### config.mk
export PLATFORM = sky130hd
export DESIGN_NAME = apb2axi_apb_cmd_master
export DESIGN_NICKNAME = d
export VERILOG_FILES = /design/src/rtl/apb2axi_apb_cmd_master.sv
export SDC_FILE = /design/constraint.sdc
export NUM_CORES = 1
export LEC_CHECK = 0
export ABC_AREA = 1
export BUFFER_PORTS_ARGS = -buffer_cell sky130_fd_sc_hd__buf_4
export CORE_MARGIN = 2
export CORE_UTILIZATION = 45
export CTS_CLUSTER_SIZE = 28
export DETAILED_ROUTE_END_ITERATION = 8
export PLACE_DENSITY = 0.72
export SLEW_MARGIN = 30
export SYNTH_ARGS = -nofsm -noshare
export SYNTH_HDL_FRONTEND = slang
export SYNTH_SLANG_ARGS = --single-unit
### constraint.sdc
create_clock -name pclk -period 5.36 [get_ports pclk]
set_input_delay 0.804 -clock pclk [delete_from_list [all_inputs] [get_ports pclk]]
set_output_delay 0.804 -clock pclk [all_outputs]
set_load 0.1 [all_outputs]
### src/rtl/apb2axi_apb_cmd_master.sv
// APB initiator sequencing the APB2AXI gateway: program, push, poll, pop.
// Optional: define APB2AXI_MST_POLL_BACKOFF_EN for exponential poll backoff.
package apb2axi_pkg;
  localparam int APB_DATA_W = 32;
  localparam int APB_ADDR_W = 12;
  localparam logic [11:0] REG_ADDR_ADDR_LO = 12'h000;
  localparam logic [11:0] REG_ADDR_ADDR_HI = 12'h004;
  localparam logic [11:0] REG_ADDR_CMD     = 12'h008;
  localparam logic [11:0] REG_ADDR_RD_STS  = 12'h100;
  localparam logic [11:0] REG_ADDR_RD_DATA = 12'h200;
  localparam logic [11:0] REG_ADDR_WR_DATA = 12'h300;
  localparam int DIR_ENTRY_WR_BIT   = 0;
  localparam int DIR_ENTRY_LEN_LSB  = 8;
  localparam int DIR_ENTRY_SIZE_LSB = 16;
endpackage

module apb2axi_apb_cmd_master
  import apb2axi_pkg::*;
#(
  parameter int TAG_NUM    = 16,
  parameter int TAG_STRIDE = 4,
  parameter int POLL_MAX   = 1024,
  parameter logic [APB_ADDR_W-1:0] ADDR_LO_A = REG_ADDR_ADDR_LO,
  parameter logic [APB_ADDR_W-1:0] ADDR_HI_A = REG_ADDR_ADDR_HI,
  parameter logic [APB_ADDR_W-1:0] CMD_A     = REG_ADDR_CMD,
  parameter logic [APB_ADDR_W-1:0] RD_STS_A  = REG_ADDR_RD_STS,
  parameter logic [APB_ADDR_W-1:0] RD_DATA_A = REG_ADDR_RD_DATA,
  parameter logic [APB_ADDR_W-1:0] WR_DATA_A = REG_ADDR_WR_DATA,
  parameter int TAG_W = $clog2(TAG_NUM)
) (
  input  logic                    pclk,
  input  logic                    presetn,
  input  logic                    req_valid,
  output logic                    req_ready,
  input  logic                    req_is_write,
  input  logic [2*APB_DATA_W-1:0] req_addr,
  input  logic [7:0]              req_len,
  input  logic [2:0]              req_size,
  input  logic                    wd_valid,
  output logic                    wd_ready,
  input  logic [APB_DATA_W-1:0]   wd_data,
  output logic                    rd_valid,
  input  logic                    rd_ready,
  output logic [APB_DATA_W-1:0]   rd_data,
  output logic                    rd_last,
  output logic                    rsp_valid,
  input  logic                    rsp_ready,
  output logic [1:0]              rsp_resp,
  output logic                    rsp_err,
  output logic                    rsp_timeout,
  output logic [TAG_W-1:0]        rsp_tag,
  output logic                    psel,
  output logic                    penable,
  output logic                    pwrite,
  output logic [APB_ADDR_W-1:0]   paddr,
  output logic [APB_DATA_W-1:0]   pwdata,
  input  logic                    pready,
  input  logic                    pslverr,
  input  logic [APB_DATA_W-1:0]   prdata
);

  typedef enum logic [2:0] {
    S_IDLE, S_W_HI, S_W_CMD, S_W_LO,
    S_WDATA, S_POLL, S_POP, S_RESP
  } state_t;

  localparam int PW = $clog2(POLL_MAX + 1);
  localparam logic [APB_ADDR_W-1:0] STRIDE =
    APB_ADDR_W'(TAG_STRIDE);

  state_t st, nx;

  logic                    is_wr_q;
  logic [2*APB_DATA_W-1:0] addr_q;
  logic [7:0]              len_q;
  logic [2:0]              size_q;
  logic [TAG_W-1:0]        tag_q, tag_cnt;
  logic [8:0]              beat_q, nbeats;
  logic [PW-1:0]           poll_q;
  logic [6:0]              gap_q;
  logic                    err_q, tmo_q;
  logic [1:0]              resp_q;
`ifdef APB2AXI_MST_POLL_BACKOFF_EN
  logic [6:0]              gap_len_q;
`endif

  logic                  acc_done, idle_ok, hit;
  logic                  last_poll, req_hs;
  logic                  start, s_wr;
  logic [APB_ADDR_W-1:0] s_addr, tag_off;
  logic [APB_DATA_W-1:0] s_data, cmd_w;

  assign acc_done  = psel & penable & pready;
  assign idle_ok   = ~psel & (gap_q == 7'd0);
  assign nbeats    = {1'b0, len_q} + 9'd1;
  assign tag_off   = APB_ADDR_W'(tag_q) * STRIDE;
  assign hit       = ~pslverr & (prdata[15] | prdata[14]);
  assign last_poll = (poll_q == PW'(POLL_MAX - 1));
  assign req_hs    = req_valid & req_ready;
  assign wd_ready  = (st == S_WDATA) & acc_done;

  assign rsp_resp    = resp_q;
  assign rsp_err     = err_q;
  assign rsp_timeout = tmo_q;
  assign rsp_tag     = tag_q;

  // State register
  always_ff @(posedge pclk) begin
    if (!presetn) st <= S_IDLE;
    else          st <= nx;
  end

  // Next-state: step through the register program and data phases
  always_comb begin
    nx = st;
    unique case (st)
      S_IDLE:  if (req_hs) nx = S_W_HI;
      S_W_HI:  if (acc_done) nx = S_W_CMD;
      S_W_CMD: if (acc_done) nx = S_W_LO;
      S_W_LO:  if (acc_done) nx = is_wr_q ? S_WDATA : S_POLL;
      S_WDATA:
        if (acc_done && (beat_q + 9'd1 == nbeats)) nx = S_POLL;
      S_POLL:
        if (acc_done) begin
          if (hit)
            nx = (!is_wr_q && !prdata[14]) ? S_POP : S_RESP;
          else if (last_poll)
            nx = S_RESP;
        end
      S_POP:
        if (beat_q == nbeats && (!rd_valid || rd_ready))
          nx = S_RESP;
      S_RESP:  if (rsp_valid && rsp_ready) nx = S_IDLE;
      default: nx = S_IDLE;
    endcase
  end

  // Outputs: decide when to launch an APB access and its address/data
  always_comb begin
    cmd_w = '0;
    cmd_w[DIR_ENTRY_WR_BIT] = is_wr_q;
    cmd_w[DIR_ENTRY_LEN_LSB +: 8] = len_q;
    cmd_w[DIR_ENTRY_SIZE_LSB +: 3] = size_q;
    start  = 1'b0;
    s_wr   = 1'b1;
    s_addr = '0;
    s_data = '0;
    unique case (st)
      S_W_HI: begin
        start  = idle_ok;
        s_addr = ADDR_HI_A;
        s_data = addr_q[2*APB_DATA_W-1:APB_DATA_W];
      end
      S_W_CMD: begin
        start  = idle_ok;
        s_addr = CMD_A;
        s_data = cmd_w;
      end
      S_W_LO: begin
        start  = idle_ok;
        s_addr = ADDR_LO_A;
        s_data = addr_q[APB_DATA_W-1:0];
      end
      S_WDATA: begin
        start  = idle_ok & wd_valid;
        s_addr = WR_DATA_A + tag_off;
        s_data = wd_data;
      end
      S_POLL: begin
        start  = idle_ok;
        s_wr   = 1'b0;
        s_addr = RD_STS_A + tag_off;
      end
      S_POP: begin
        start  = idle_ok & (beat_q != nbeats)
               & (~rd_valid | rd_ready);
        s_wr   = 1'b0;
        s_addr = RD_DATA_A + tag_off;
      end
      default: ;
    endcase
  end

  // Datapath: request latch, APB phases, counters, stream and response
  always_ff @(posedge pclk) begin
    if (!presetn) begin
      req_ready <= 1'b0;
      rsp_valid <= 1'b0;
      is_wr_q   <= 1'b0;
      addr_q    <= '0;
      len_q     <= '0;
      size_q    <= '0;
      tag_q     <= '0;
      tag_cnt   <= '0;
      psel      <= 1'b0;
      penable   <= 1'b0;
      pwrite    <= 1'b0;
      paddr     <= '0;
      pwdata    <= '0;
      beat_q    <= '0;
      poll_q    <= '0;
      gap_q     <= '0;
      err_q     <= 1'b0;
      tmo_q     <= 1'b0;
      resp_q    <= '0;
      rd_valid  <= 1'b0;
      rd_data   <= '0;
      rd_last   <= 1'b0;
`ifdef APB2AXI_MST_POLL_BACKOFF_EN
      gap_len_q <= 7'd2;
`endif
    end else begin
      req_ready <= (nx == S_IDLE);
      rsp_valid <= (nx == S_RESP);
      if (req_hs) begin
        is_wr_q <= req_is_write;
        addr_q  <= req_addr;
        len_q   <= req_len;
        size_q  <= req_size;
        tag_q   <= tag_cnt;
        tag_cnt <= (tag_cnt == TAG_W'(TAG_NUM - 1)) ?
                   '0 : tag_cnt + 1'b1;
        err_q   <= 1'b0;
        tmo_q   <= 1'b0;
        resp_q  <= '0;
        poll_q  <= '0;
`ifdef APB2AXI_MST_POLL_BACKOFF_EN
        gap_len_q <= 7'd2;
`endif
      end
      if (start) begin
        psel    <= 1'b1;
        penable <= 1'b0;
        paddr   <= s_addr;
        pwrite  <= s_wr;
        pwdata  <= s_data;
      end else if (psel && !penable) begin
        penable <= 1'b1;
      end else if (acc_done) begin
        psel    <= 1'b0;
        penable <= 1'b0;
      end
      if (st != nx)
        beat_q <= '0;
      else if (acc_done && (st == S_WDATA ||
               (st == S_POP && !pslverr)))
        beat_q <= beat_q + 9'd1;
      if (acc_done && pslverr && st != S_POP)
        err_q <= 1'b1;
      if (st == S_POLL && acc_done) begin
        if (poll_q != PW'(POLL_MAX))
          poll_q <= poll_q + 1'b1;
        if (hit) begin
          resp_q <= prdata[13:12];
          if (prdata[14]) err_q <= 1'b1;
        end else if (last_poll) begin
          tmo_q  <= 1'b1;
          err_q  <= 1'b1;
          resp_q <= 2'b10;
        end else begin
`ifdef APB2AXI_MST_POLL_BACKOFF_EN
          gap_q     <= gap_len_q - 7'd1;
          gap_len_q <= (gap_len_q >= 7'd32) ?
                       7'd64 : {gap_len_q[5:0], 1'b0};
`else
          gap_q <= 7'd1;
`endif
        end
      end else if (!psel && gap_q != 7'd0) begin
        gap_q <= gap_q - 7'd1;
      end
      if (st == S_POP && acc_done && !pslverr) begin
        rd_valid <= 1'b1;
        rd_data  <= prdata;
        rd_last  <= (beat_q == {1'b0, len_q});
      end else if (rd_valid && rd_ready) begin
        rd_valid <= 1'b0;
        rd_last  <= 1'b0;
      end
    end
  end

endmodule

==> results.tsv, run 1 <==
stage	metric	value	unit
run_status	status	completed	
synthesis	yosysTopAreaCellShare	0.433	
synthesis	synth_area	9020	sq um
timing	fin_crit	3.00	ns
power	irDropWorstVdd	0.206	mV
timing	finClkSkew	0.00925	ns
timing	relSlewSlack	0.443	
power	p_total	3.83	mW
job	drv_cap	0	
synthesis	synth_top_cell_by_area	dfxtp_1	
grt	grt_pass1_wl	43100	um
critical_path	cp.arrival	2.20	ns
finish	multi_input_area	4400	sq um
floorplan	rows	51	
synthesis	avgSynthCellArea	6.88	sq um
finish	synthToLayoutAreaGrowth	26.2	%
detailed_routing	vias_per_cell	5.06	
cts	clockBufferDepth	2	
finish	regArea	3900	sq um
detailed_routing	wl_per_cell	15.3	um
cts	cts_buffers	17	
cts	htree_levels	4	
finish	drive_gt1_frac	0.202	
synthesis	synth_seq_cells	195	
finish	fin_nets	1655	
grt	grt_max_degree	89	
timing	drv_slew	0	
timing	tightestPinTransition	0.835	ns
cts	cts_setup_buffers	0	
synthesis	ys_top_cells_by_count	nor2_1, nand2_1, dfxtp_1	
synthesis	synth_ff_type	dfxtp_1	
floorplan	start_util	0.461	
detailed_routing	drc	0	
timing	hold_viol_final	0	
synthesis	ys_types	48	
synthesis	synthCells	1311	
timing	clock.fmax	333	MHz
cts	clock_latency	0.43	ns
grt	antenna_found_initial	0	
critical_path	crit_type	reg2out	
placement	portBuffers	233	
floorplan	core	19600	sq um
synthesis	seq_area_frac_synth	0.433	
cts	cts_sinks	195	
power	p_leak	5.16	nW
timing	finalCritPeriodShare	0.560	
detailed_routing	ant_nets	0	
power	powerDensity	337	nW/um^2
detailed_routing	routed_wl	27200	um
grt	grt-ovfl-total	0	
placement	gp_congestion	0.910	
synthesis	synth_edf_count	0	
synthesis	synth_area_leaders	dfxtp_1, nor2_1, nand2_1	
finish	antenna_cells	0	
cts	post_cts_resized	0	
floorplan	ios	240	
critical_path	endpoint_kind	primary output	
timing	finalSetupViolCount	0	
placement	hpwl	19200	um
cts	cts_tree	yes	
critical_path	critical_path_peak_fanout	34	
synthesis	yosysWarnings	0	
cts	cts_root_buf	clkbuf_16	
synthesis	async_flop_share	0	
floorplan	die_area	21200	sq um
floorplan	die_x	146	um
min_path	hold_path_class	reg2reg	
finish	fillers	1917	
grt	grtUsageTotal	0.250	
timing	rsz0062_at_grt	no	
grt	first_global_vias	8508	
cts	holdBufCountCts	0	
synthesis	yosysMostFrequentCell	nor2_1	
detailed_routing	dr.first_iter.drc_count	593	
floorplan	die_h	146	um
critical_path	cp_data_required_time	4.56	ns
cts	clk_pin_slew	0.07	ns
detailed_routing	vias	9010	
detailed_routing	firstDrtPassIters	7	
timing	tns	0	ns
critical_path	start_kind	register	
==> stage by stage <==
step	area, sq um	std cells	util	hold WS, ns	setup WS, ns
detailed placement	10800	1747	0.551	0.445	2.32
floorplan	9040	1316	-	0.428	2.44
global route	11400	1779	0.581	0.485	2.31
finish	11400	1779	0.581	0.467	2.36
global placement	10800	1747	0.551	0.444	2.38
CTS	11400	1779	0.581	0.463	2.37
==> power by group <==
part           switching [mW]  internal (mW)  total [mW]  leakage (nW)
Sequential             0.0723           1.56        1.63          1.59
Combinational           0.638          0.262       0.900          3.29
Clock                   0.601          0.702        1.30         0.287
Total                    1.31           2.52        3.83          5.16
==> state kept, by name, indices dropped and copies added, names as in the netlist, 2 cells and up <==
signal    cells
len_q         8
st            3
pwdata       32
gap_q         7
rsp_resp      2
poll_q       11
size_q        3
rd_data      32
rsp_tag       4
paddr         6
beat_q        9
tag_cnt       4
addr_q       64
==> layout make-up <==
class	instances	area share
Tap cell	265	0.0291
Inverter	89	0.0298
Sequential cell	195	0.343
Clock buffer	18	0.0377
Multi-Input combinational cell	956	0.386
Timing Repair Buffer	242	0.160
Clock inverter	14	0.0145
==> worst max-delay path: stages, from the launching register on <==
cell and delay (ns):
dfxtp_1 0.54, nand2_1 0.16, nor2_2 0.10, buf_4 0.40
nand2_1 0.13, inv_1 0.13, buf_4 0.30
==> cells by family after synthesis <==
family                   share of synthesized area
flip-flops                                   0.433
AO/OA/AOI/OAI                                0.148
XOR/XNOR                                   0.00582
buffers and inverters                       0.0828
AND/OR/NAND/NOR                              0.322
adder cells (fa/ha/maj)                    0.00832
other                                     0.000416
==> path summary, 6_finish.rpt <==
check | start | to | slack, ns | cells past startpoint
setup / recovery | st[2]$_SDFF_PN0_ | wd_ready | 2.36 | 6
hold / removal | gap_q[5]$_SDFFE_PN0P_ | gap_q[5]$_SDFFE_PN0P_ | 0.47 | 1
setup reg to reg | gap_q[0]$_SDFFE_PN0P_ | pwdata[3]$_SDFFE_PN0P_ | 2.75 | 11
hold reg to reg | gap_q[5]$_SDFFE_PN0P_ | gap_q[5]$_SDFFE_PN0P_ | 0.47 | 1
==> placed cells by master (no fill, tap or decap), types with 2 or more instances in the layout <==
cell type	instances
inv_1	84
a2111oi_0	2
and3_1	2
ha_1	6
nor3_4	3
dfxtp_1	195
nor2_4	2
a211oi_1	7
nand2_1	241
a22o_1	15
a31oi_1	2
a21oi_1	53
a22oi_1	2
xor2_1	3
o22ai_1	3
nand2_2	3
nor2_2	16
clkinv_2	2
nand3b_1	3
nand3_1	67
nor3_1	11
a221oi_1	8
xnor2_1	3
bufinv_16	2
buf_4	242
clkbuf_16	17
inv_2	3
inv_6	6
o21ai_0	134
conb_1	6
nand4_1	12
or2_2	3
nor2_1	336
clkinvlp_4	2
o2111ai_1	5
==> layer usage <==
| layer | up-vias | wire length, um | track usage |
|---|---|---|---|
| li1 | 4603 | - | - |
| met3 | 33 | 1770 | 0.0592 |
| met4 | 0 | 512 | 0.0691 |
| met1 | 4071 | 12600 | 0.335 |
| met2 | 303 | 12400 | 0.407 |
| met5 | - | 0 | 0 |
(Power assumes the default switching activity.)
==> run 2: changes to the inputs <==
--- a/config.mk
+++ b/config.mk
@@ -11,7 +11,7 @@
 export CORE_UTILIZATION = 45
 export CTS_CLUSTER_SIZE = 28
 export DETAILED_ROUTE_END_ITERATION = 8
-export PLACE_DENSITY = 0.72
+export PLACE_DENSITY = 0.75
 export SLEW_MARGIN = 30
 export SYNTH_ARGS = -nofsm -noshare
 export SYNTH_HDL_FRONTEND = slang
==> constraint.sdc (replaced) <==
create_clock -name pclk -period 2.5 [get_ports pclk]
set_input_delay 0.375 -clock pclk [delete_from_list [all_inputs] [get_ports pclk]]
set_output_delay 0.375 -clock pclk [all_outputs]
set_load 0.1 [all_outputs]
==> run 2 against run 1 <==
Clock skew is 0.0035 ns higher. First-iteration DRC count up 3.5%. Utilization is 0.76 points higher. Worst setup slack worse by 2.1 ns. Combinational power grew 120%. Critical path depth up 10. Clock-buffer cell count stayed put. Non-clock buffer count is 13 higher. Largest cell class unchanged.
==> results.tsv, run 2 (same netlist as run 1, synthesis figures left out) <==
stage	metric	value	unit
cts	clock_latency	0.45	ns
timing	fin_crit	2.25	ns
finish	multi_input_area	4400	sq um
finish	final_cell_mix	nor2_1, buf_4, nand2_1	
detailed_routing	routed_wl	28000	um
cts	htree_levels	4	
power	switching_share	0.347	
cts	cts_tree	yes	
critical_path	r2r_end	pwdata[6]$_SDFFE_PN0P_	
cts	clk_pin_slew	0.08	ns
power	seqPwrFrac	0.424	
power	clkPwrFrac	0.339	
floorplan	die_area	21200	sq um
floorplan	core	19600	sq um
detailed_routing	dr.first_iter.drc_count	614	
finish	largest_reg_flops	64	
placement	dp_cells	1760	
power	p_total	8.24	mW
power	p_leak	5.24	nW
min_path	hold_path_class	in2reg	
grt	grt_max_degree	64	
detailed_routing	vias	9210	
detailed_routing	ant_nets	0	
timing	finClkSkew	0.0128	ns
timing	tns	0	ns
power	p_sw	2.86	mW
power	irDropWorstVdd	0.455	mV
critical_path	crit_type	reg2reg	
job	drv_cap	0	
min_path	hp-start	prdata[17]	
cts	cts_sinks	195	
critical_path	critical_path_peak_fanout	31	
power	powerDensity	715	nW/um^2
detailed_routing	drc	0	
finish	regArea	3910	sq um
grt	grt_pass1_wl	44400	um
finish	antenna_cells	0	
placement	hpwl	20700	um
cts	cts_buffers	17	
placement	portBuffers	233	
floorplan	start_util	0.461	
finish	fin_nets	1668	
floorplan	die_x	146	um
grt	first_global_vias	8481	
floorplan	rows	51	
critical_path	endpoint_kind	register	
cts	cts_root_buf	clkbuf_16	
grt	antenna_found_initial	0	
critical_path	r2r_setup_slack	0.25	ns
finish	top_regs	addr_q (64), pwdata (32), rd_data (32)	
finish	final_common_cell	nor2_1	
critical_path	cp.arrival	2.62	ns
power	power_frac_comb	0.237	
finish	fillers	1847	
min_path	worstHoldEndpoint	rd_data[17]$_SDFFE_PN0P_	
detailed_routing	firstDrtPassIters	5	
finish	post_layout_nonfiller_instances	1792	
critical_path	r2r_start	len_q[0]$_SDFFE_PN0P_	
critical_path	cp_data_required_time	2.87	ns
power	intPower	5.38	mW
timing	hold_viol_final	0	
cts	holdBufCountCts	0	
finish	synthToLayoutAreaGrowth	27.8	%
finish	drive_gt1_frac	0.211	
timing	drv_slew	0	
timing	clock.fmax	445	MHz
detailed_routing	vias_per_cell	5.14	
min_path	hold_depth	3	
grt	grtUsageTotal	0.260	
timing	rsz0062_at_grt	no	
placement	gp_congestion	0.944	
critical_path	start_kind	register	
timing	finalCritPeriodShare	0.899	
floorplan	ios	240	
timing	finalSetupViolCount	0	
critical_path	r2r_cells	16	
detailed_routing	wl_per_cell	15.6	um
run_status	status	completed	
cts	clockBufferDepth	2	
finish	top_register	addr_q	
floorplan	die_h	146	um
grt	grt-ovfl-total	0	
-- run 2: cell types whose count changed in the layout (fill, tap and decap cells not counted), moves of 2 or more --
cell / previous run / this run
buf_12: 0 / 3
dfxtp_1: 195 / 193
inv_8: 1 / 6
buf_4: 242 / 252
dfxtp_2: 0 / 2
clkinv_2: 2 / 0
inv_6: 6 / 2
clkinv_4: 1 / 3
-- run 2: timing repair --
| action | 4_1_cts | 5_1_grt |
|---|---|---|
| resized for setup | 0 | 2 |
| buffers inserted | 0 | 0 |
| endpoints found under the setup margin | 0 | 11 |
-- run 2: layout make-up --
class                      instances  area share
multi-input combinational        956       0.382
sequential                       195       0.339
timing repair buffer             255       0.169
clock buffer                      18      0.0381
inverter                          89      0.0296
tap                              265      0.0287
clock inverter                    14      0.0140
-- run 2: power groups by stage --
stage / clock network, mW / logic [mW] / registers [mW]
after floorplan: 0 / 0.885 / 4.06
after global placement: 0 / 1.91 / 3.56
after detailed placement: 0 / 1.94 / 3.56
after CTS: 2.84 / 1.95 / 3.49
after global routing: 2.95 / 2.10 / 3.53
final: 2.80 / 1.95 / 3.49
-- run 2: per-layer routing --
layer  vias up  global-route usage  wire length [um]
li1       4646                   -                 -
met1      4220               0.345             12600
met2       309               0.414             12600
met3        35              0.0718              2070
met4         0              0.0809               698
met5         -                   0                 0
-- run 2: worst max path at each step --
stage	startpoint	endpoint	slack (ns)	depth (start not counted)
final	len_q[0]$_SDFFE_PN0P_	pwdata[6]$_SDFFE_PN0P_	0.25	16
after CTS	beat_q[1]$_SDFFE_PP0P_	beat_q[1]$_SDFFE_PP0P_	0.16	14
after detailed placement	beat_q[1]$_SDFFE_PP0P_	beat_q[1]$_SDFFE_PP0P_	0.23	14
after floorplan	penable$_SDFFE_PP0P_	beat_q[3]$_SDFFE_PP0P_	0.06	9
after global placement	beat_q[1]$_SDFFE_PP0P_	beat_q[0]$_SDFFE_PP0P_	0.26	14
after global routing	len_q[0]$_SDFFE_PN0P_	pwdata[6]$_SDFFE_PN0P_	0.02	16
-- run 2: stage by stage --
stage	worst slack (ns)	util	hold slack, ns	cell area [sq um]
CTS	0.162	0.589	0.125	11500
floorplan	0.0554	-	0.428	9040
global placement	0.259	0.558	0.442	10900
detailed placement	0.225	0.558	0.446	10900
global route	0.0165	0.589	0.142	11500
finish	0.253	0.589	0.145	11500
-- run 2: worst max-delay path, stage by stage, from the launching register on --
cell	delay (ns)
dfxtp_1	0.35
ha_1	0.24
nand2_1	0.11
inv_1	0.07
nand2_1	0.09
clkinv_1	0.08
nor2_1	0.14
nand2_1	0.06
nand2_1	0.09
nor2_2	0.05
nand2_1	0.07
nand2_2	0.07
nand2_4	0.14
nand2_8	0.17
inv_8	0.25
nor2_1	0.06
nor2_1	0.10
==> run 3: changes to the inputs <==
--- a/config.mk
+++ b/config.mk
@@ -12,6 +12,7 @@
 export CTS_CLUSTER_SIZE = 28
 export DETAILED_ROUTE_END_ITERATION = 8
 export PLACE_DENSITY = 0.75
+export RECOVER_POWER = 25
 export SLEW_MARGIN = 30
 export SYNTH_ARGS = -nofsm -noshare
 export SYNTH_HDL_FRONTEND = slang
==> run 3 against run 2 <==
Flip-flop and latch count did not move. Final area shrank 1.5%. Die area stayed put. Sequential share of layout area rose by 0.49 points. Critical path depth is the same. Largest cell class unchanged. Combinational power is essentially flat.
==> results.tsv, run 3 (same netlist as run 1, synthesis figures left out) <==
stage	metric	value	unit
run_status	status	completed	
detailed_routing	ant_nets	0	
grt	antenna_found_initial	0	
floorplan	die_area	21200	sq um
finish	antenna_cells	0	
cts	cts_tree	yes	
detailed_routing	wl_per_cell	15.6	um
cts	clk_pin_slew	0.08	ns
floorplan	core	19600	sq um
critical_path	r2r_setup_slack	0.25	ns
cts	cts_sinks	195	
grt	grtUsageTotal	0.260	
finish	multi_input_area	4400	sq um
power	seqPwrFrac	0.425	
finish	largest_reg_flops	64	
finish	final_cell_mix	nor2_1, nand2_1, buf_4	
detailed_routing	routed_wl	28000	um
cts	cts_root_buf	clkbuf_16	
critical_path	r2r_start	len_q[0]$_SDFFE_PN0P_	
detailed_routing	vias_per_cell	5.14	
grt	grt-ovfl-total	0	
timing	hold_viol_final	0	
finish	fillers	1899	
finish	drive_gt1_frac	0.181	
critical_path	crit_path_end	pwdata[6]$_SDFFE_PN0P_	
critical_path	r2r_end	pwdata[6]$_SDFFE_PN0P_	
detailed_routing	firstDrtPassIters	5	
floorplan	die_h	146	um
finish	regArea	3910	sq um
power	powerDensity	722	nW/um^2
timing	finalCritPeriodShare	0.901	
critical_path	r2r_cells	16	
power	switching_share	0.348	
floorplan	start_util	0.461	
timing	finClkSkew	0.0116	ns
timing	rsz0062_at_grt	no	
timing	tns	0	ns
critical_path	crit_type	reg2reg	
power	clkPwrFrac	0.340	
min_path	hold_path_class	in2reg	
grt	grt_pass1_wl	44400	um
critical_path	cp.arrival	2.63	ns
cts	holdBufCountCts	0	
power	irDropWorstVdd	0.458	mV
critical_path	cp_data_required_time	2.88	ns
placement	hpwl	20700	um
timing	clock.fmax	444	MHz
placement	portBuffers	233	
cts	clockBufferDepth	2	
power	intPower	5.35	mW
job	drv_cap	0	
timing	hold_slack	0.145	ns
timing	drv_slew	0	
power	p_leak	5.06	nW
critical_path	start_kind	register	
power	power_frac_comb	0.235	
grt	grt_max_degree	64	
cts	htree_levels	4	
detailed_routing	dr.first_iter.drc_count	613	
critical_path	endpoint_kind	register	
finish	final_common_cell	nor2_1	
placement	gp_congestion	0.944	
finish	fin_nets	1668	
cts	clock_latency	0.45	ns
floorplan	die_x	146	um
grt	first_global_vias	8481	
timing	relSlewSlack	0.173	
finish	top_regs	addr_q (64), pwdata (32), rd_data (32)	
power	p_sw	2.86	mW
detailed_routing	drc	0	
timing	finalSetupViolCount	0	
detailed_routing	vias	9203	
floorplan	rows	51	
floorplan	ios	240	
critical_path	critical_path_peak_fanout	31	
timing	fin_crit	2.25	ns
finish	synthToLayoutAreaGrowth	26.0	%
finish	top_register	addr_q	
timing	tightestPinTransition	1.25	ns
cts	cts_buffers	17	
critical_path	crit_start	len_q[0]$_SDFFE_PN0P_	
## run 3: cell types whose count changed in the layout (fill, tap and decap cells not counted), sizes merged
cell	before	now
clkbuf	18	62
buf	255	211
## run 3: cell type report
type | count | share of cell area
clock buffer | 18 | 0.0386
tap | 265 | 0.0292
sequential | 195 | 0.344
inverter | 89 | 0.0300
timing repair buffer | 255 | 0.157
multi-input combinational | 956 | 0.387
clock inverter | 14 | 0.0142
## run 3: worst min path at each step
stage / from / endpoint / slack (ns) / cells past startpoint
final: prdata[17] / rd_data[17]$_SDFFE_PN0P_ / 0.14 / 3
after global routing: prdata[19] / rd_data[19]$_SDFFE_PN0P_ / 0.14 / 3
after CTS: prdata[17] / rd_data[17]$_SDFFE_PN0P_ / 0.13 / 3
after detailed placement: gap_q[5]$_SDFFE_PN0P_ / gap_q[5]$_SDFFE_PN0P_ / 0.45 / 1
after global placement: gap_q[5]$_SDFFE_PN0P_ / gap_q[5]$_SDFFE_PN0P_ / 0.44 / 1
after floorplan: gap_q[5]$_SDFFE_PN0P_ / gap_q[5]$_SDFFE_PN0P_ / 0.43 / 1
## run 3: metal layers
layer / vias to the layer above / part of all wire / global-route usage / wire length (um)
li1: 4647 / - / - / -
met1: 4189 / 0.44 / 0.345 / 12400
met2: 340 / 0.46 / 0.414 / 12700
met3: 27 / 0.079 / 0.0718 / 2200
met4: 0 / 0.021 / 0.0809 / 585
met5: - / 0 / 0 / 0
## run 3: critical path, stage by stage, from the launching register on
cell,delay [ns]
dfxtp_1,0.35
ha_1,0.24
nand2_1,0.11
inv_1,0.07
nand2_1,0.09
clkinv_1,0.08
nor2_1,0.14
nand2_1,0.06
nand2_1,0.09
nor2_2,0.05
nand2_1,0.07
nand2_2,0.07
nand2_4,0.14
nand2_8,0.17
inv_8,0.25
nor2_1,0.06
nor2_1,0.10
## run 3: metrics by stage
stage	std cells	setup slack (ns)	total power, mW	cell area, sq um	utilization
final	1792	0.247	8.21	11400	0.580
after global routing	1792	0.0165	8.55	11400	0.580
after CTS	1792	0.162	8.28	11500	0.589
after detailed placement	1760	0.225	5.51	10900	0.558
after global placement	1760	0.259	5.47	10900	0.558
after floorplan	1316	0.0554	4.95	9040	-
## run 3: power by group through the flow
stage,logic [mW],clock network (mW),registers (mW)
3_5_place_dp,1.94,0,3.56
6_report,1.93,2.79,3.49
4_1_cts,1.95,2.84,3.49
2_1_floorplan,0.885,0,4.06
5_1_grt,2.07,2.95,3.53
3_3_place_gp,1.91,0,3.56
## run 3: what timing repair did
action / 4_1_cts / 5_1_grt
endpoints found under the setup margin: 0 / 11
setup buffers: 0 / 0
gates resized for setup: 0 / 2
